`config.mk`:
```
export PLATFORM = sky130hd
export DESIGN_NAME = nts_api_initiator
export DESIGN_NICKNAME = d
export VERILOG_FILES = /design/src/rtl/nts_api_pkg.sv /design/src/rtl/nts_api_initiator.sv
export SDC_FILE = /design/constraint.sdc
export NUM_CORES = 1
export LEC_CHECK = 0
export CAP_MARGIN = 20
export CORE_ASPECT_RATIO = 0.9
export CORE_MARGIN = 1
export CORE_UTILIZATION = 35
export CTS_CLUSTER_SIZE = 14
export DETAILED_ROUTE_END_ITERATION = 10
export GPL_ROUTABILITY_DRIVEN = 0
export MAX_ROUTING_LAYER = met4
export PLACE_DENSITY = 0.77
export SYNTH_ARGS = -nofsm -noshare
export SYNTH_HDL_FRONTEND = slang
export SYNTH_SLANG_ARGS = --single-unit
```
`constraint.sdc`:
```
create_clock -name i_clk -period 2.7 [get_ports i_clk]
set_clock_uncertainty 0.05 [all_clocks]
set_input_delay 0.54 -clock i_clk [delete_from_list [all_inputs] [get_ports i_clk]]
set_output_delay 0.54 -clock i_clk [all_outputs]
set_load 0.05 [all_outputs]
```
`src/rtl/nts_api_pkg.sv`:
```
// nts_api_pkg: shared types and constants for the NTS external API bus
package nts_api_pkg;

    localparam int API_ADDR_W = 12;
    localparam int API_DATA_W = 32;

    // Decoder windows; space outside these reads back as 0
    localparam logic [API_ADDR_W-1:0] ENGINE_BASE = 12'h000;
    localparam logic [API_ADDR_W-1:0] ENGINE_STOP = 12'h0FF;
    localparam logic [API_ADDR_W-1:0] CLOCK_BASE  = 12'h100;
    localparam logic [API_ADDR_W-1:0] CLOCK_STOP  = 12'h1FF;
    localparam logic [API_ADDR_W-1:0] COOKIE_BASE = 12'h200;
    localparam logic [API_ADDR_W-1:0] COOKIE_STOP = 12'h2FF;
    localparam logic [API_ADDR_W-1:0] KEYMEM_BASE = 12'h300;
    localparam logic [API_ADDR_W-1:0] KEYMEM_STOP = 12'h7FF;
    localparam logic [API_ADDR_W-1:0] DEBUG_BASE  = 12'hF00;
    localparam logic [API_ADDR_W-1:0] DEBUG_STOP  = 12'hFFF;

    typedef enum logic [2:0] {
        ST_IDLE,
        ST_WR_WAIT,
        ST_WR_BEAT,
        ST_RD_HOLD,
        ST_RD_RESP
    } state_t;

endpackage

```
`src/rtl/nts_api_initiator.sv`:
```
// nts_api_initiator: turns host read/write burst commands into NTS API bus cycles
module nts_api_initiator
    import nts_api_pkg::*;
#(
    parameter int READ_WAIT = 1
) (
    input  logic        i_clk,
    input  logic        i_areset_n,
    input  logic        i_cmd_valid,
    output logic        o_cmd_ready,
    input  logic        i_cmd_we,
    input  logic [11:0] i_cmd_address,
    input  logic [7:0]  i_cmd_length,
    input  logic        i_wr_valid,
    output logic        o_wr_ready,
    input  logic [31:0] i_wr_data,
    output logic        o_rd_valid,
    input  logic        i_rd_ready,
    output logic [31:0] o_rd_data,
    output logic        o_rd_last,
    output logic        o_busy,
    output logic        o_api_cs,
    output logic        o_api_we,
    output logic [11:0] o_api_address,
    output logic [31:0] o_api_write_data,
    input  logic [31:0] i_api_read_data
);

    localparam logic [3:0] HOLD_INIT = 4'(READ_WAIT);

    state_t      state_q, state_d;
    logic [11:0] addr_q, addr_d;
    logic [7:0]  rem_q, rem_d;
    logic [3:0]  hold_q, hold_d;
    logic        cs_q, cs_d;
    logic        we_q, we_d;
    logic [31:0] wdata_q, wdata_d;
    logic [31:0] rd_data_q, rd_data_d;
    logic        rd_valid_q, rd_valid_d;
    logic        rd_last_q, rd_last_d;
    logic        busy_q, busy_d;

    // State, datapath and registered outputs; reset clears everything and abandons any burst
    always_ff @(posedge i_clk or negedge i_areset_n) begin
        if (!i_areset_n) begin
            state_q    <= ST_IDLE;
            addr_q     <= '0;
            rem_q      <= '0;
            hold_q     <= '0;
            cs_q       <= 1'b0;
            we_q       <= 1'b0;
            wdata_q    <= '0;
            rd_data_q  <= '0;
            rd_valid_q <= 1'b0;
            rd_last_q  <= 1'b0;
            busy_q     <= 1'b0;
        end else begin
            state_q    <= state_d;
            addr_q     <= addr_d;
            rem_q      <= rem_d;
            hold_q     <= hold_d;
            cs_q       <= cs_d;
            we_q       <= we_d;
            wdata_q    <= wdata_d;
            rd_data_q  <= rd_data_d;
            rd_valid_q <= rd_valid_d;
            rd_last_q  <= rd_last_d;
            busy_q     <= busy_d;
        end
    end

    // Next-state: one beat is a wait/beat pair for writes, a hold/response pair for reads
    always_comb begin
        state_d = state_q;
        case (state_q)
            ST_IDLE:    if (i_cmd_valid) state_d = i_cmd_we ? ST_WR_WAIT : ST_RD_HOLD;
            ST_WR_WAIT: if (i_wr_valid) state_d = ST_WR_BEAT;
            ST_WR_BEAT: state_d = (rem_q == '0) ? ST_IDLE : ST_WR_WAIT;
            ST_RD_HOLD: if (hold_q == '0) state_d = ST_RD_RESP;
            ST_RD_RESP: if (i_rd_ready) state_d = rd_last_q ? ST_IDLE : ST_RD_HOLD;
            default:    state_d = ST_IDLE;
        endcase
    end

    // Outputs and counters; address advances only between beats so the bus always shows addr
    always_comb begin
        addr_d     = addr_q;
        rem_d      = rem_q;
        hold_d     = hold_q;
        cs_d       = cs_q;
        we_d       = we_q;
        wdata_d    = wdata_q;
        rd_data_d  = rd_data_q;
        rd_valid_d = rd_valid_q;
        rd_last_d  = rd_last_q;
        busy_d     = state_d != ST_IDLE;
        case (state_q)
            ST_IDLE: if (i_cmd_valid) begin
                addr_d = i_cmd_address;
                rem_d  = i_cmd_length;
                hold_d = HOLD_INIT;
                cs_d   = !i_cmd_we;
                we_d   = 1'b0;
            end
            ST_WR_WAIT: if (i_wr_valid) begin
                wdata_d = i_wr_data;
                cs_d    = 1'b1;
                we_d    = 1'b1;
            end
            ST_WR_BEAT: begin
                cs_d = 1'b0;
                we_d = 1'b0;
                if (rem_q != '0) begin
                    addr_d = addr_q + 12'd1;
                    rem_d  = rem_q - 8'd1;
                end
            end
            ST_RD_HOLD: begin
                if (hold_q == '0) begin
                    rd_data_d  = i_api_read_data;
                    rd_valid_d = 1'b1;
                    rd_last_d  = rem_q == '0;
                    cs_d       = 1'b0;
                end else begin
                    hold_d = hold_q - 4'd1;
                end
            end
            ST_RD_RESP: if (i_rd_ready) begin
                rd_valid_d = 1'b0;
                rd_last_d  = 1'b0;
                if (!rd_last_q) begin
                    addr_d = addr_q + 12'd1;
                    rem_d  = rem_q - 8'd1;
                    hold_d = HOLD_INIT;
                    cs_d   = 1'b1;
                end
            end
            default: ;
        endcase
    end

    assign o_cmd_ready      = state_q == ST_IDLE;
    assign o_wr_ready       = state_q == ST_WR_WAIT;
    assign o_busy           = busy_q;
    assign o_api_cs         = cs_q;
    assign o_api_we         = we_q;
    assign o_api_address    = addr_q;
    assign o_api_write_data = wdata_q;
    assign o_rd_valid       = rd_valid_q;
    assign o_rd_data        = rd_data_q;
    assign o_rd_last        = rd_last_q;

endmodule

```
---- Word level (Yosys, flattened, before mapping) ----
Index checks and enable logic that the tools add are counted.
word-level totals
  logic and storage cells ................. 79
  input bits .............................. 90
  bits in registers ....................... 96
operators by class
  add/subtract/negate cells ............... 3
  reduce and logical (&&, ||, !) cells .... 18
  equal/unequal tests ..................... 11
  mux-type cells .......................... 36
operators by type and width
  cell                                                                   number
  12-bit 2-to-1 mux                                                      4
  12-bit case mux with 3 select lines                                    1
  8-bit 2-to-1 mux                                                       4
  8-bit case mux with 3 select lines                                     1
  4-bit 2-to-1 mux                                                       4
  3-bit case mux with 5 select lines                                     1
  2-bit != test, second input constant                                   7
  12-bit by 1-bit adder with 12-bit output, second input constant        1
  3-bit 2-to-1 mux                                                       4
  4-bit case mux with 3 select lines                                     1
  3-bit nonzero test                                                     4
  1-bit 2-to-1 mux                                                       10
  5-bit AND reduction                                                    2
  8-bit logical NOT                                                      1
  8-bit nonzero test                                                     1
  8-bit by 1-bit subtractor with 8-bit output, second input constant     1
  3-bit by 2-bit equality test with 1-bit output, second input constant  2
  3-bit AND reduction                                                    2
  6-bit AND reduction                                                    1
  1-bit case mux with 5 select lines                                     1
  5-bit nonzero test                                                     1
  4-bit logical NOT                                                      1
  2-bit 2-to-1 mux                                                       2
  1-bit case mux with 2 select lines                                     2
  8 further kinds                                                        9

---- Logic depth before layout (Yosys ltp) ----
Gate-level depths: netlist of run 1.
  depth after elaboration ................. 4
  depth in mapped cells ................... 7
  mapped depth without buffers ............ 6

---- Least setup slack after synthesis of run 1 ----
OpenSTA, ideal clock, no wires.
  kind .................................... register to output
  start ................................... register state_q[2]
  end ..................................... output port o_cmd_ready
  buffers on the path ..................... 1
  cell stages (with the launch flop) ...... 3
  data arrival time ....................... 1.711 ns
  slack ................................... 0.399 ns
  path through ............................ dfrtp_1 buf_2 nor3_1
on the way
  word-level cells in the longest chain between the ends .. 1
RTL lines
  item                      RTL line                  RTL
  start: declaration        nts_api_initiator.sv:31   state_t state_q, state_d;
  start signal: assignment  nts_api_initiator.sv:58   state_q <= state_d;
  3-bit logical NOT         nts_api_initiator.sv:142  assign o_cmd_ready = state_q == ST_IDLE;
  end: declaration          nts_api_initiator.sv:10   output logic o_cmd_ready,
No other way between the ends.

---- Worst setup path in the final report of run 1 ----
  start ................................... register addr_q[7], in the netlist o_api_address[7]
  end ..................................... output port o_api_address[7]
RTL lines
  item                      RTL line                 RTL
  start: declaration        nts_api_initiator.sv:32  logic [11:0] addr_q, addr_d;
  start signal: assignment  nts_api_initiator.sv:59  addr_q <= addr_d;
  end: declaration          nts_api_initiator.sv:24  output logic [11:0] o_api_address,
No word-level cell between the ends.

==> impl_metrics.xml, run 1 <==
<?xml version="1.0" encoding="UTF-8"?>
<metrics>
  <group name="run_status">
    <metric name="run_status" unit="">finished, final reports clean</metric>
  </group>
  <group name="floorplanning">
    <metric name="die-height" unit="um">108</metric>
    <metric name="die_x" unit="um">120</metric>
    <metric name="top_level_ports" unit="">173</metric>
    <metric name="floorplan.rows" unit="">38</metric>
    <metric name="initial_utilization" unit="%">36.2</metric>
    <metric name="floorplan.die_area" unit="um2">13000</metric>
    <metric name="core_area" unit="um2">12200</metric>
  </group>
  <group name="sta">
    <metric name="unrepaired_setup_endpoints_after_global_routing" unit="">false</metric>
    <metric name="tightestPinTransition" unit="ps">621</metric>
    <metric name="slew_headroom" unit="%">58.6</metric>
    <metric name="final_max_slew_viol_count" unit="">0</metric>
    <metric name="hold_violations" unit="">0</metric>
    <metric name="finalSetupTns" unit="ps">0</metric>
    <metric name="max_clock_freq" unit="GHz">0.450</metric>
    <metric name="timing.final.setup_violations" unit="">0</metric>
    <metric name="finalCriticalPeriod" unit="ps">2220</metric>
    <metric name="post-route-period-util" unit="%">82.2</metric>
    <metric name="hold-worst-slack" unit="ps">160</metric>
  </group>
  <group name="clock_tree">
    <metric name="postCtsSetupRepairBufs" unit="">0</metric>
    <metric name="tritoncts.num_buffers" unit="">9</metric>
    <metric name="cts.htree.levels" unit="">3</metric>
    <metric name="post_cts_resized" unit="">0</metric>
    <metric name="tritoncts_clock_tree" unit="">done</metric>
    <metric name="path_clk_slew" unit="ps">60</metric>
    <metric name="cts_root_buf" unit="">clkbuf_16</metric>
    <metric name="numClockSinks" unit="">96</metric>
    <metric name="hold_buffers" unit="">0</metric>
    <metric name="maximum_count_of_clock_buffers_along_a_single_path" unit="">2</metric>
    <metric name="clk-insertion-delay-late" unit="ps">340</metric>
  </group>
  <group name="synthesis">
    <metric name="synth_area_per_cell" unit="um2">12.4</metric>
    <metric name="postSynthCellCount" unit="">356</metric>
    <metric name="synthDominantAreaCellType" unit="">dfrtp_1</metric>
    <metric name="ys_async_sr_fraction" unit="%">100</metric>
    <metric name="synth-warning-count" unit="">0</metric>
    <metric name="netlist_area" unit="um2">4410</metric>
    <metric name="synth_edf_count" unit="">0</metric>
    <metric name="synth.distinct_cells" unit="">54</metric>
    <metric name="yosys-top-cells-area" unit="">dfrtp_1 55%, mux2_2 14%, mux2_1 2.8%</metric>
    <metric name="postSynth.topFlopCell" unit="">dfrtp_1</metric>
    <metric name="mappedNetlistNets" unit="">450</metric>
    <metric name="flip_flop_and_latch_count_after_synthesis" unit="">96</metric>
    <metric name="ys_seq_area_share" unit="%">54.5</metric>
    <metric name="yosysTopAreaCellShare" unit="%">54.5</metric>
  </group>
  <group name="worst_setup_path">
    <metric name="worst_ep_arrival_time" unit="ps">1630</metric>
    <metric name="crit_path_max_incr_delay" unit="ps">840</metric>
    <metric name="cp_cell_sequence" unit="">clkdlybuf4s50_1</metric>
    <metric name="critPathTopFamily" unit="">buffers and inverters</metric>
    <metric name="critical_path.n_buffers_inverters" unit="">1</metric>
    <metric name="critical-path-slowest-cell" unit="">clkdlybuf4s50_1</metric>
    <metric name="timing.critical_path.from_type" unit="">flop</metric>
    <metric name="cp.required" unit="ps">2110</metric>
    <metric name="timing.critical_path.fanout_max" unit="">6</metric>
    <metric name="worst_setup_path_end_kind" unit="">output port</metric>
    <metric name="crit_type" unit="">flop to output port</metric>
  </group>
  <group name="global_route">
    <metric name="initial_antenna_violation_count" unit="">0</metric>
    <metric name="grt_pass1_vias" unit="">3686</metric>
    <metric name="grt_util_all_layers" unit="%">18.4</metric>
    <metric name="grt.overflow.total" unit="">0</metric>
    <metric name="grt_first_pass_wirelength" unit="um">18000</metric>
    <metric name="grt_start_max_net_pins" unit="">47</metric>
  </group>
  <group name="detailed_routing">
    <metric name="detail_route.wl_per_cell" unit="um">15.9</metric>
    <metric name="drtIter0Drc" unit="">255</metric>
    <metric name="wl" unit="um">11000</metric>
    <metric name="drt-vias-per-instance" unit="">5.25</metric>
    <metric name="ant_nets" unit="">0</metric>
    <metric name="route.vias.total" unit="">3655</metric>
    <metric name="route.detailed.drc" unit="">0</metric>
    <metric name="drt_pass1_iterations" unit="">5</metric>
  </group>
  <group name="flow_run">
    <metric name="max_cap_viol_count" unit="">0</metric>
  </group>
  <group name="layout">
    <metric name="final_cell_count_no_fill" unit="">696</metric>
    <metric name="layout.nets" unit="">625</metric>
    <metric name="drive_gt1_share" unit="%">17.4</metric>
    <metric name="area_growth_from_synthesis_to_layout" unit="%">50.2</metric>
    <metric name="antennaDiodeCount" unit="">0</metric>
  </group>
  <group name="power_and_ir_drop">
    <metric name="power_leakage" unit="nW">2.71</metric>
    <metric name="irDropWorstVdd" unit="mV">0.815</metric>
    <metric name="power-per-cell-area" unit="nW/um2">1450</metric>
  </group>
  <group name="placement">
    <metric name="io_buf_count" unit="">172</metric>
    <metric name="place.detailed.hpwl" unit="um">8040</metric>
    <metric name="post-place-cells" unit="">680</metric>
  </group>
  <group name="min_path">
    <metric name="min-delay-path-class" unit="">input port to async pin</metric>
  </group>
</metrics>
routing by layer:
layer,vias to the layer above,GRT usage [%],wire length (um)
li1,1669,-,-
met1,1788,22.0,4600
met2,168,29.1,5250
met3,30,5.12,879
met4,0,7.85,307
met5,-,-,0
logic make-up after synthesis:
group | after synthesis | synth area share [%]
buffers and inverters | 36 | 3.49
XOR/XNOR | 1 | 0.199
AND/OR/NAND/NOR | 68 | 9.46
multiplexers | 73 | 18.5
adder cells (fa/ha/maj) | 4 | 1.14
AO/OA/AOI/OAI | 78 | 12.7
flip-flops | 96 | 54.5
area by class of cell:
cell class                      count  area (um2)
Clock buffer                       12         246
Clock inverter                      4        28.8
Fill cell                        1050        5560
Inverter                           16        60.1
Multi-Input combinational cell    224        1850
Sequential cell                    96        2400
Tap cell                          160         200
Timing Repair Buffer              184        1830
state kept, by name, indices dropped and copies added (netlist names):
name              count
o_rd_data            32
o_api_we              1
o_busy                1
hold_q                4
o_rd_last             1
o_api_address        12
state_q               3
o_rd_valid            1
rem_q                 8
o_api_write_data     32
o_api_cs              1
where the power goes:
group / switching, W / total (W) / internal [W]
Combinational: 0.00354 / 0.00572 / 0.00218
Sequential: 0.000519 / 0.00266 / 0.00215
Clock: 0.000530 / 0.00118 / 0.000652
Total: 0.00459 / 0.00957 / 0.00498
cells in the mapped netlist (all sizes together), types with 7 or more instances:
cell	n
a21oi	9
a22oi	9
buf	15
dfrtp	96
inv	16
mux2	66
mux2i	7
nand2	10
nor2	9
nor3	10
nor4	7
o21ai	12
o22ai	18
o2bb2ai	10
final timing paths:
| path | from | to | slack (ps) | cells after the start |
|---|---|---|---|---|
| worst max-delay path | o_api_address[7] | o_api_address[7] | 480 | 1 |
| min in group i_clk | o_rd_data[6] | o_rd_data[6] | 430 | 1 |
| worst min-delay path | i_areset_n | o_rd_data[6] | 160 | 1 |
| worst min register to register | o_rd_data[6] | o_rd_data[6] | 430 | 1 |
| worst max register to register | hold_q[0] | o_rd_data[3] | 600 | 6 |
| max in group asynchronous | i_areset_n | o_api_write_data[31] | 1800 | 2 |
metrics by stage:
| stage | worst slack (ps) | instance area (um2) | total power [W] | util [%] |
|---|---|---|---|---|
| floorplan | 399 | 4410 | 0.00651 | - |
| global placement | 439 | 6340 | 0.00829 | 52.1 |
| detailed placement | 365 | 6340 | 0.00842 | 52.1 |
| CTS | 463 | 6620 | 0.00965 | 54.4 |
| global route | 398 | 6620 | 0.0101 | 54.4 |
| finish | 480 | 6620 | 0.00957 | 54.4 |
placed cells by master, fill, tap and decap left out, drive strengths merged, types with 10 or more instances in the layout:
| cell type | Yosys | final |
|---|---|---|
| nor3 | 10 | 10 |
| o21ai | 12 | 12 |
| o2bb2ai | 10 | 10 |
| clkbuf | 5 | 12 |
| mux2 | 66 | 66 |
| dfrtp | 96 | 96 |
| inv | 16 | 17 |
| nand2 | 10 | 10 |
| clkdlybuf4s50 | 0 | 169 |
| buf | 15 | 15 |
| o22ai | 18 | 18 |
Note: power is estimated with default switching activity, not from simulation.
==> run 2: changes to the inputs <==
Settings changed: PLACE_DENSITY 0.77 to 0.79.
Clock period 2.7 ns to 2 ns, I/O delays scaled along.
==> run 2 against run 1 <==
Net effect:
- critical path depth stayed put
- sequential share of layout area is 1.2 points lower
- via count is 1.7% higher
- count of clock-buffer cells in the layout stayed put
- non-clock buffer count is 16 higher
- hold slack worse by 140 ps
- design area is 3.6% higher
- wire length is 4.0% higher
- combinational power is 41% higher
- highest routed layer unchanged
- sequential power is 34% higher
- register-to-register slack worse by 560 ps
- first-iteration DRC count is 2.0% lower
==> impl_metrics.xml, run 2 (synthesis results as in run 1) <==
<?xml version="1.0" encoding="UTF-8"?>
<metrics>
  <group name="sta">
    <metric name="post-route-period-util" unit="%">98.1</metric>
    <metric name="tightestPinTransition" unit="ps">539</metric>
    <metric name="timing.final.setup_violations" unit="">0</metric>
    <metric name="finalCriticalPeriod" unit="ps">1960</metric>
    <metric name="final_critical_path_setup_slack" unit="ps">37.1</metric>
    <metric name="hold_violations" unit="">0</metric>
    <metric name="final_max_slew_viol_count" unit="">0</metric>
    <metric name="unrepaired_setup_endpoints_after_global_routing" unit="">true</metric>
    <metric name="max_clock_freq" unit="GHz">0.509</metric>
    <metric name="slew_headroom" unit="%">64.0</metric>
  </group>
  <group name="global_route">
    <metric name="grt.overflow.total" unit="">0</metric>
    <metric name="grt_first_pass_wirelength" unit="um">18300</metric>
    <metric name="grt_util_all_layers" unit="%">18.7</metric>
    <metric name="grt_start_max_net_pins" unit="">97</metric>
    <metric name="grt_pass1_vias" unit="">3775</metric>
    <metric name="initial_antenna_violation_count" unit="">0</metric>
  </group>
  <group name="worst_setup_path">
    <metric name="timing.critical_path.fanout_max" unit="">2</metric>
    <metric name="cp_cell_sequence" unit="">clkdlybuf4s50_1</metric>
    <metric name="critPathTopFamily" unit="">buffers and inverters</metric>
    <metric name="timing.critical_path.from_type" unit="">flop</metric>
    <metric name="critical_path.n_buffers_inverters" unit="">1</metric>
    <metric name="worst_ep_arrival_time" unit="ps">1510</metric>
    <metric name="crit_type" unit="">flop to output port</metric>
    <metric name="crit_path_max_incr_delay" unit="ps">830</metric>
    <metric name="critical-path-slowest-cell" unit="">clkdlybuf4s50_1</metric>
    <metric name="worst_setup_path_end_kind" unit="">output port</metric>
    <metric name="cp.required" unit="ps">1550</metric>
  </group>
  <group name="detailed_routing">
    <metric name="drt-vias-per-instance" unit="">5.22</metric>
    <metric name="drt_pass1_iterations" unit="">5</metric>
    <metric name="route.vias.total" unit="">3717</metric>
    <metric name="detail_route.wl_per_cell" unit="um">16.1</metric>
    <metric name="route.detailed.drc" unit="">0</metric>
    <metric name="wl" unit="um">11500</metric>
    <metric name="drtIter0Drc" unit="">250</metric>
    <metric name="ant_nets" unit="">0</metric>
  </group>
  <group name="power_and_ir_drop">
    <metric name="power_leakage" unit="nW">3.07</metric>
    <metric name="irDropWorstVdd" unit="mV">1.03</metric>
    <metric name="post-layout-total-power" unit="W">0.0134</metric>
    <metric name="power-per-cell-area" unit="nW/um2">1950</metric>
  </group>
  <group name="layout">
    <metric name="layout.nets" unit="">641</metric>
    <metric name="final_cell_count_no_fill" unit="">712</metric>
    <metric name="drive_gt1_share" unit="%">22.6</metric>
    <metric name="area_growth_from_synthesis_to_layout" unit="%">55.6</metric>
    <metric name="most_common_cell_after_layout_fill_and_taps_aside" unit="">clkdlybuf4s50_1</metric>
    <metric name="commonest_cells_after_routing_fill_and_taps_aside" unit="">131 x clkdlybuf4s50_1, 95 x dfrtp_1, 55 x mux2_2</metric>
    <metric name="antennaDiodeCount" unit="">0</metric>
  </group>
  <group name="clock_tree">
    <metric name="clk-insertion-delay-late" unit="ps">340</metric>
    <metric name="numClockSinks" unit="">96</metric>
    <metric name="maximum_count_of_clock_buffers_along_a_single_path" unit="">2</metric>
    <metric name="cts.htree.levels" unit="">3</metric>
    <metric name="tritoncts.num_buffers" unit="">9</metric>
    <metric name="path_clk_slew" unit="ps">70</metric>
    <metric name="cts_root_buf" unit="">clkbuf_16</metric>
    <metric name="tritoncts_clock_tree" unit="">done</metric>
  </group>
  <group name="placement">
    <metric name="pre_cts_ws" unit="ps">-137</metric>
    <metric name="place.detailed.hpwl" unit="um">8360</metric>
    <metric name="io_buf_count" unit="">172</metric>
    <metric name="post-place-cells" unit="">695</metric>
  </group>
  <group name="floorplanning">
    <metric name="core_area" unit="um2">12200</metric>
    <metric name="die-height" unit="um">108</metric>
    <metric name="die_x" unit="um">120</metric>
    <metric name="floorplan.die_area" unit="um2">13000</metric>
    <metric name="initial_utilization" unit="%">36.2</metric>
    <metric name="floorplan.rows" unit="">38</metric>
    <metric name="top_level_ports" unit="">173</metric>
  </group>
  <group name="run_status">
    <metric name="run_status" unit="">finished, final reports clean</metric>
  </group>
  <group name="min_path">
    <metric name="min-delay-path-class" unit="">input port to async pin</metric>
  </group>
  <group name="flow_run">
    <metric name="max_cap_viol_count" unit="">0</metric>
  </group>
</metrics>
run 2: power breakdown:
group / internal [W] / switching, W / leakage [nW]
Sequential: 0.00290 / 0.000660 / 1.16
Clock: 0.00101 / 0.000723 / 0.139
Combinational: 0.00315 / 0.00493 / 1.77
Total: 0.00706 / 0.00632 / 3.07
run 2: timing repair:
action	CTS	global route
hold buffers	0	0
pin swaps	0	1
setup endpoints to repair	4	54
resized for setup	4	27
buffers inserted	0	1
run 2: through the flow:
| step | TNS [ps] | hold WS (ps) | utilization, % | cell area (um2) |
|---|---|---|---|---|
| floorplan | 0 | 54.4 | - | 4410 |
| global placement | -149 | 416 | 53.2 | 6480 |
| detailed placement | -230 | 425 | 53.2 | 6480 |
| CTS | 0 | 79.7 | 55.7 | 6770 |
| global route | -13.9 | 81.8 | 56.3 | 6850 |
| finish | 0 | 23.7 | 56.3 | 6850 |
run 2: final timing paths:
check	start	end	slack [ps]	cells past startpoint
setup / recovery	o_rd_data[2]	o_rd_data[2]	40	1
hold / removal	i_areset_n	o_api_address[9]	20	2
setup reg to reg	rem_q[0]	rem_q[1]	40	7
hold reg to reg	o_rd_data[9]	o_rd_data[9]	430	1
max in group asynchronous	i_areset_n	rem_q[2]	1420	2
min in group i_clk	o_rd_data[9]	o_rd_data[9]	430	1
run 2: worst reg2reg max path, stage by stage (launching register included):
cell and delay, ps:
dfrtp_1 380, inv_1 90, ha_1 200, nor3b_4 160, a211o_4 380, nand2_2 100, buf_4 140, mux2_2 340
run 2: metal layers:
metal	vias to the layer above	share of wire [%]	track usage, %
met2	148	51	30.7
met5	-	0	-
met3	14	6.9	6.28
li1	1707	-	-
met4	0	1.4	5.73
met1	1848	40	21.8
run 2: cell type report:
cell class | count | area, um2
clock buffer | 12 | 246
tap | 160 | 200
inverter | 16 | 60.1
timing repair buffer | 200 | 2020
fill | 1047 | 5320
sequential | 96 | 2400
clock inverter | 4 | 53.8
multi-input combinational | 224 | 1870
